**src/rtl/spi_master_byte_sequencer.sv**
```systemverilog
// Byte sequencer feeding a single-CS SPI master: TX/RX FIFOs and a per-byte handshake FSM.
// Optional define SPI_SEQ_LOOPBACK_CHECK_EN adds the o_mismatch loopback self-test output.
module spi_master_byte_sequencer #(
  parameter int unsigned MAX_BYTES_PER_CS = 2,
  parameter int unsigned FIFO_DEPTH       = 4,
  localparam int unsigned LW = $clog2(FIFO_DEPTH + 1),
  localparam int unsigned CW = $clog2(MAX_BYTES_PER_CS + 1),
  localparam int unsigned PW = $clog2(FIFO_DEPTH)
) (
  input  logic          i_clk,
  input  logic          i_rst,
  input  logic [7:0]    i_wr_byte,
  input  logic          i_wr_en,
  output logic          o_tx_full,
  output logic [LW-1:0] o_tx_level,
  input  logic          i_start,
  input  logic [CW-1:0] i_len,
  output logic          o_busy,
  output logic          o_done,
  output logic          o_err,
  output logic [7:0]    o_rx_byte,
  output logic          o_rx_empty,
  input  logic          i_rx_rd,
`ifdef SPI_SEQ_LOOPBACK_CHECK_EN
  output logic          o_mismatch,
`endif
  output logic [CW-1:0] o_TX_count,
  output logic [7:0]    o_TX_Byte,
  output logic          o_TX_DV,
  input  logic          i_TX_Ready,
  input  logic          i_RX_DV,
  input  logic [7:0]    i_RX_Byte
);

  typedef enum logic [1:0] {StIdle, StIssue, StWaitRx, StDone} state_e;

  state_e state_q, state_d;

  logic [7:0]    tx_mem [FIFO_DEPTH];
  logic [7:0]    rx_mem [FIFO_DEPTH];
  logic [PW-1:0] tx_wr_ptr_q, tx_rd_ptr_q, rx_wr_ptr_q, rx_rd_ptr_q;
  logic [LW-1:0] tx_level_q, rx_level_q;
  logic [CW-1:0] byte_cnt_q, count_q;
  logic [7:0]    tx_byte_q;
  logic          tx_dv_q, err_q;

  logic          tx_push, tx_pop, rx_push, rx_pop, wr_drop;
  logic          accept, reject, start_ok;
  logic [LW-1:0] len_ext;

  assign o_tx_full  = (tx_level_q == LW'(FIFO_DEPTH));
  assign o_tx_level = tx_level_q;
  assign o_rx_empty = (rx_level_q == '0);
  assign o_rx_byte  = rx_mem[rx_rd_ptr_q];
  assign o_TX_count = count_q;
  assign o_TX_Byte  = tx_byte_q;
  assign o_TX_DV    = tx_dv_q;
  assign o_err      = err_q;
  assign o_busy     = (state_q != StIdle);
  assign o_done     = (state_q == StDone);

  assign tx_push = i_wr_en && !o_tx_full;
  assign wr_drop = i_wr_en && o_tx_full;
  assign rx_pop  = i_rx_rd && !o_rx_empty;

  // RX space is reserved up front so an RX push can never overflow.
  assign len_ext  = LW'(i_len);
  assign start_ok = (i_len != '0) && (i_len <= CW'(MAX_BYTES_PER_CS)) &&
                    (tx_level_q >= len_ext) && ((LW'(FIFO_DEPTH) - rx_level_q) >= len_ext);

  always_ff @(posedge i_clk) begin
    if (i_rst) state_q <= StIdle;
    else       state_q <= state_d;
  end

  always_comb begin
    state_d = state_q;
    tx_pop  = 1'b0;
    rx_push = 1'b0;
    accept  = 1'b0;
    reject  = 1'b0;
    unique case (state_q)
      StIdle: begin
        if (i_start) begin
          if (start_ok) begin
            accept  = 1'b1;
            state_d = StIssue;
          end else begin
            reject = 1'b1;
          end
        end
      end
      StIssue: begin
        if (i_TX_Ready) begin
          tx_pop  = 1'b1;
          state_d = StWaitRx;
        end
      end
      StWaitRx: begin
        if (i_RX_DV) begin
          rx_push = 1'b1;
          state_d = (byte_cnt_q + CW'(1) == count_q) ? StDone : StIssue;
        end
      end
      StDone:  state_d = StIdle;
      default: state_d = StIdle;
    endcase
  end

  always_ff @(posedge i_clk) begin
    if (tx_push) tx_mem[tx_wr_ptr_q] <= i_wr_byte;
    if (rx_push) rx_mem[rx_wr_ptr_q] <= i_RX_Byte;
  end

  always_ff @(posedge i_clk) begin
    if (i_rst) begin
      tx_wr_ptr_q <= '0;
      tx_rd_ptr_q <= '0;
      rx_wr_ptr_q <= '0;
      rx_rd_ptr_q <= '0;
      tx_level_q  <= '0;
      rx_level_q  <= '0;
      byte_cnt_q  <= '0;
      count_q     <= '0;
      tx_byte_q   <= '0;
      tx_dv_q     <= 1'b0;
      err_q       <= 1'b0;
    end else begin
      tx_dv_q <= tx_pop;
      err_q   <= wr_drop || reject;
      if (tx_pop) begin
        tx_byte_q   <= tx_mem[tx_rd_ptr_q];
        tx_rd_ptr_q <= tx_rd_ptr_q + PW'(1);
      end
      if (tx_push) tx_wr_ptr_q <= tx_wr_ptr_q + PW'(1);
      if (tx_push && !tx_pop)      tx_level_q <= tx_level_q + LW'(1);
      else if (tx_pop && !tx_push) tx_level_q <= tx_level_q - LW'(1);
      if (rx_push) rx_wr_ptr_q <= rx_wr_ptr_q + PW'(1);
      if (rx_pop)  rx_rd_ptr_q <= rx_rd_ptr_q + PW'(1);
      if (rx_push && !rx_pop)      rx_level_q <= rx_level_q + LW'(1);
      else if (rx_pop && !rx_push) rx_level_q <= rx_level_q - LW'(1);
      if (accept) begin
        count_q    <= i_len;
        byte_cnt_q <= '0;
      end else if (rx_push) begin
        byte_cnt_q <= byte_cnt_q + CW'(1);
      end
    end
  end

`ifdef SPI_SEQ_LOOPBACK_CHECK_EN
  logic mismatch_q;

  // tx_byte_q still holds the byte whose echo is arriving.
  always_ff @(posedge i_clk) begin
    if (i_rst || accept)                        mismatch_q <= 1'b0;
    else if (rx_push && i_RX_Byte != tx_byte_q) mismatch_q <= 1'b1;
  end

  assign o_mismatch = mismatch_q;
`endif

endmodule

```
**config.mk**
```make
export PLATFORM = sky130hd
export DESIGN_NAME = spi_master_byte_sequencer
export DESIGN_NICKNAME = d
export VERILOG_FILES = /design/src/rtl/spi_master_byte_sequencer.sv
export SDC_FILE = /design/constraint.sdc
export NUM_CORES = 1
export LEC_CHECK = 0
export CELL_PAD_IN_SITES_DETAIL_PLACEMENT = 0
export CELL_PAD_IN_SITES_GLOBAL_PLACEMENT = 1
export CORE_MARGIN = 2
export CORE_UTILIZATION = 35
export CTS_CLUSTER_DIAMETER = 40
export DETAILED_ROUTE_END_ITERATION = 8
export PLACE_DENSITY_LB_ADDON = 0.1
export SLEW_MARGIN = 20
export SYNTH_ARGS = -nofsm -noshare
export SYNTH_HDL_FRONTEND = slang
export SYNTH_SLANG_ARGS = --single-unit
```
**constraint.sdc**
```tcl
create_clock -name i_clk -period 2.38 [get_ports i_clk]
set_input_delay 0.714 -clock i_clk [delete_from_list [all_inputs] [get_ports i_clk]]
set_output_delay 0.714 -clock i_clk [all_outputs]
set_load 0.01 [all_outputs]
```
# Word level (Yosys, flattened, before mapping)
# Memories as Yosys holds them, arrays and structs flattened. A register that Yosys moved wholly into a read port is not among the register bits.
# Index checks and enable logic that the tools add are counted.
[word_totals]
register_bits = 22
mem_bits_rw = 64
in_bits = 25
out_inout_bits = 27
word_cells = 86
n_memories = 2
[op_classes]
n_addsub = 10
magnitude_cmp = 3
n_eq_ne = 9
n_mux = 26
n_reduce_logical = 25
[mem_list]
columns = ["memory", "depth", "width", "read_ports", "rd_ports_with_merged_regs", "write_ports", "line", "rtl"]
rows = [
  ["rx_mem", 4, 8, 1, 1, 1, "40", "logic [7:0] rx_mem [FIFO_DEPTH];"],
  ["tx_mem", 4, 8, 1, 1, 1, "39", "logic [7:0] tx_mem [FIFO_DEPTH];"],
]
[op_table]
columns = ["operator", "count"]
rows = [
  ["1-bit two-way mux", 14],
  ["2-bit two-way mux", 7],
  ["3-bit two-way mux", 4],
  ["2-bit by 1-bit adder with 2-bit output, second input constant", 5],
  ["1-bit logical AND", 10],
  ["2-bit inequality test, second input constant", 4],
  ["2-bit one-hot mux with 4 select lines", 1],
  ["2-bit nonzero test", 4],
  ["3-bit by 1-bit adder with 3-bit output, second input constant", 2],
  ["3-bit by 2-bit greater-or-equal comparator with 1-bit output", 2],
  ["1-bit logical NOT", 6],
  ["3-bit by 1-bit subtractor with 3-bit output, second input constant", 2],
  ["2-bit == test, second input constant", 2],
  ["4-bit AND reduction", 1],
  ["3-bit == test, second input constant", 1],
  ["3-bit logical NOT", 1],
  ["3-bit subtractor, first input constant", 1],
  ["2-bit by 1-bit == test with 1-bit output, second input constant", 1],
  ["2-bit == test", 1],
  ["2-bit less-or-equal comparator, second input constant", 1],
  ["2-bit logical NOT", 1],
  ["2-bit OR reduction", 1],
  ["1-bit logical OR", 1],
]

# Depth between registers and ports, before layout
[depth]
depth_word = 8
mapped_depth = 11
mapped_depth_nobuf = 11

# Worst setup path after synthesis
# OpenSTA, ideal clock, no wires.
[synth_timing]
path_type = "in2reg"
startpoint = "input i_TX_Ready"
endpoint = "register tx_level_q[2] (netlist: o_tx_level[2])"
setup_time_ns = 0.071
arrival_time_ns = 2.303
t_required_ns = 2.309
slack_ns = 0.006
cell_stages = 9
path_buffers = 1
cell_sequence = "and3b_2 -> inv_1 -> buf_2 -> ha_1 -> inv_1 -> fa_1 -> xor2_1 -> or3_1 -> a21oi_1"
[synth_between]
elab_chain_len = 5
elab_cells_between_ends = 7
classes_between = "mux (3); reduce/logical (4)"
[synth_lines]
columns = ["item", "line", "rtl"]
rows = [
  ["from (decl)", "30", "input logic i_TX_Ready,"],
  ["1-bit two-way mux *", "94", "if (i_TX_Ready) begin"],
  ["1-bit two-way mux *", "82", "unique case (state_q)"],
  ["1-bit logical NOT", "136", "if (tx_push && !tx_pop) tx_level_q <= tx_level_q + LW'(1);"],
  ["1-bit logical AND", "136", ""],
  ["3-bit two-way mux or 2-bit nonzero test (tied branches)", "--", ""],
  ["to (signal assigned)", "136", ""],
  ["to (signal assigned)", "137", "else if (tx_pop && !tx_push) tx_level_q <= tx_level_q - LW'(1);"],
  ["to (decl)", "42", "logic [LW-1:0] tx_level_q, rx_level_q;"],
]
# Mark *: on every way between the ends. The rest lies on a longest branch, timed or not.
# A chain may end at the register's enable or synchronous reset.

==> flow_summary.yaml <==
finish:
  nets: 386
  diodes: 0
  fillers: 1011
  fin_util: 0.473
  stdcell_count: 488
  drive_above_1_share: 0.230
  final_area_um2: 5170
  multiInputGateArea_um2: 1310
  seqCellArea_um2: 2560
  layout-area-overhead-vs-synth_pct: 30.5
logic_synthesis:
  yosysTopAreaCellShare: 0.485
  synthAdderAreaFrac: 0.0606
  yosysWarningCount: 0
  synth_nets: 307
  ys_types: 39
  synth_top_family_by_area: "multiplexers"
  synth-main-ff-cell: "edfxtp_1"
  netlist.top_cell.by_area: "edfxtp_1"
  synthCells: 264
  synth-xor-area-share: 0.0328
  synth-simple-area-share: 0.0928
  synth_area_um2: 3970
  synth.area.mux_share: 0.108
  syn_avg_cell_area_um2: 15.0
  synth-seq-cells: 96
  seq_area_frac_synth: 0.646
  synth_compound_area_frac: 0.0328
  synthArstFlopShare: 0
  synth_edf_count: 64
  synth_area_leaders: "edfxtp_1 (48%), dfxtp_1 (16%), mux4_2 (9.1%)"
setup_path:
  timing.rr.start: "o_tx_level[0]"
  r2r_setup_slack_ns: 0.25
  crit_required_ns: 1.67
  critical_path_class: "flip-flop to output port"
  rr_endpoint: "o_tx_level[2]"
  crit_path_end: "o_rx_byte[1]"
  crit_fanout: 8
  rr_worst_depth: 9
  start_kind: "flip-flop"
  worstSetupEndpointType: "output port"
  arrival_ns: 1.60
placed_design:
  place_area_um2: 4840
  dp.cells: 471
  dpl.hpwl_um: 5050
  place.gp.congestion: 0.726
  portBuffers: 51
route:
  drt_first_iter_violations: 69
  ant_nets: 0
  drc_errors: 0
  routed_wl_um: 7270
  vias: 2269
  avgRoutedWirePerCell_um: 14.9
  drtPass1Iterations: 4
  avgViaCountPerCell: 4.65
timing:
  hold_violations: 0
  holdWs_ns: 0.456
  period_needed_ns: 2.31
  fmax_mhz: 433
  rsz0062_at_grt: "no"
  worst_pin_slew_ns: 0.642
  setup_viol: 0
  period_share: 0.971
  relSlewSlack: 0.572
  slew_viol_final: 0
  fin_skew_ns: 0.00530
clock_network:
  clockBufferDepth: 2
  cts-htree-levels: 3
  clkSinkCount: 96
  cts-root-buf: "clkbuf_16"
  cts_tree: "done"
  clk_latency_ns: 0.34
  numCtsBuffers: 9
  clk_pin_slew_worst_paths_ns: 0.07
die:
  std_cell_rows: 38
  die_h_um: 110
  coreArea_um2: 10900
  io_pins: 52
  chipWidth_um: 110
  start_util: 0.363
  fp.dieArea_um2: 12200
global_route:
  grt_pass1_vias: 2304
  globalRouteOverflowTotal: 0
  grt_util_all_layers: 0.126
  grt_pass1_wl_um: 11800
  antenna_found_initial: 0
  grt_max_degree: 35
power:
  p_total_mw: 4.85
  p_leak_nw: 1.86
  ir_worst_vdd_uv: 341
  power_density_nw_per_um2: 936
worst_hold_path:
  hold_path.class: "flip-flop to flip-flop"
outcome:
  status: "finished, final reports clean"
job:
  maxCapViolations: 0
layout make-up:
type,instances,area share
flip-flops and latches,96,0.496
multi-input cells,142,0.254
repair buffers,80,0.147
clock buffers,10,0.0442
well taps,140,0.0338
clock inverters,6,0.0147
inverters,14,0.0102
registers in the layout, summed over array words and instances (netlist names), named ones only:
name	count
tx_wr_ptr_q	2
o_TX_Byte	8
byte_cnt_q	2
rx_level_q	3
tx_rd_ptr_q	2
o_TX_count	2
tx_mem	32
rx_mem	32
rx_wr_ptr_q	2
state_q	2
o_err	1
o_tx_level	3
rx_rd_ptr_q	2
o_TX_DV	1
worst min-delay path by stage:
stage,slack [ns],start,to,depth (start not counted)
after floorplan,0.46,rx_level_q[2],rx_level_q[2],2
after global placement,0.45,o_TX_Byte[5],o_TX_Byte[5],2
after detailed placement,0.45,o_TX_Byte[6],o_TX_Byte[6],2
after CTS,0.46,o_TX_Byte[6],o_TX_Byte[6],2
after global routing,0.48,o_TX_Byte[6],o_TX_Byte[6],2
final,0.46,o_TX_Byte[6],o_TX_Byte[6],2
cell families (layout without fill, tap and decap cells):
kind of cell | after synthesis | count (layout)
flip-flops | 96 | 96
AND/OR/NAND/NOR | 68 | 68
buffers and inverters | 26 | 110
multiplexers | 22 | 22
AO/OA/AOI/OAI | 20 | 20
adder cells (fa/ha/maj) | 18 | 18
XOR/XNOR | 14 | 14
power by group:
part           internal [mW]  total [mW]  switching, mW
registers               1.96        2.11          0.148
logic                  0.689        1.24          0.551
clock network          0.834        1.49          0.660
cell usage after synthesis, types with 4 or more instances:
cell type / n
a21oi_1: 11
xor2_1: 8
edfxtp_1: 64
clkbuf_1: 5
and2_1: 8
mux2i_1: 4
buf_2: 5
nor2_1: 17
ha_1: 16
mux4_2: 16
nand2_1: 20
nand2b_1: 6
dfxtp_1: 32
inv_1: 14
xnor2_1: 5
per-stage QoR:
step / TNS [ns] / setup slack (ns)
after CTS: 0 / 0.0120
after global placement: -0.743 / -0.301
after detailed placement: -1.01 / -0.350
after floorplan: 0 / 0.00643
after global routing: 0 / 0.00591
final: 0 / 0.0701
repair_timing:
action,4_1_cts,5_1_grt
endpoints found under the hold margin,0,0
resized for setup,13,10
buffers inserted,0,1
hold buffers,0,0
endpoints found under the setup margin,10,7
pin swaps,0,1
metal layers:
layer | track usage | share of wire | up-vias
li1 | - | - | 1105
met4 | 0.0625 | 0.022 | 0
met2 | 0.219 | 0.52 | 27
met3 | 0.0241 | 0.024 | 10
met5 | 0 | 0 | -
met1 | 0.148 | 0.43 | 1127
worst max-delay path: stages (launching register included):
cell	delay, ns
dfxtp_2	0.34
buf_12	0.14
mux4_2	0.48
dlygate4sd2_1	0.29
cell usage in the layout, fill, tap and decap left out, types with 2 or more instances in the layout:
cell / Yosys / final
edfxtp_1: 64 / 64
clkdlybuf4s50_1: 0 / 39
dfxtp_1: 32 / 30
buf_4: 1 / 26
nand2_1: 20 / 20
nor2_1: 17 / 17
mux4_2: 16 / 16
inv_1: 14 / 14
ha_1: 16 / 14
a21oi_1: 11 / 11
clkbuf_16: 0 / 9
and2_1: 8 / 8
xor2_1: 8 / 8
nand2b_1: 6 / 6
dlygate4sd2_1: 0 / 6
xnor2_1: 5 / 5
mux2i_1: 4 / 4
clkdlybuf4s15_1: 0 / 4
nor3_1: 3 / 3
buf_12: 0 / 3
and3b_2: 2 / 2
nor2b_1: 3 / 2
o221a_2: 2 / 2
o21ai_0: 2 / 2
or3_1: 2 / 2
fa_1: 2 / 2
ha_2: 0 / 2
dfxtp_2: 0 / 2
clkinvlp_4: 0 / 2
inv_8: 0 / 2
dlymetal6s2s_1: 0 / 2
(Power assumes the default switching activity.)
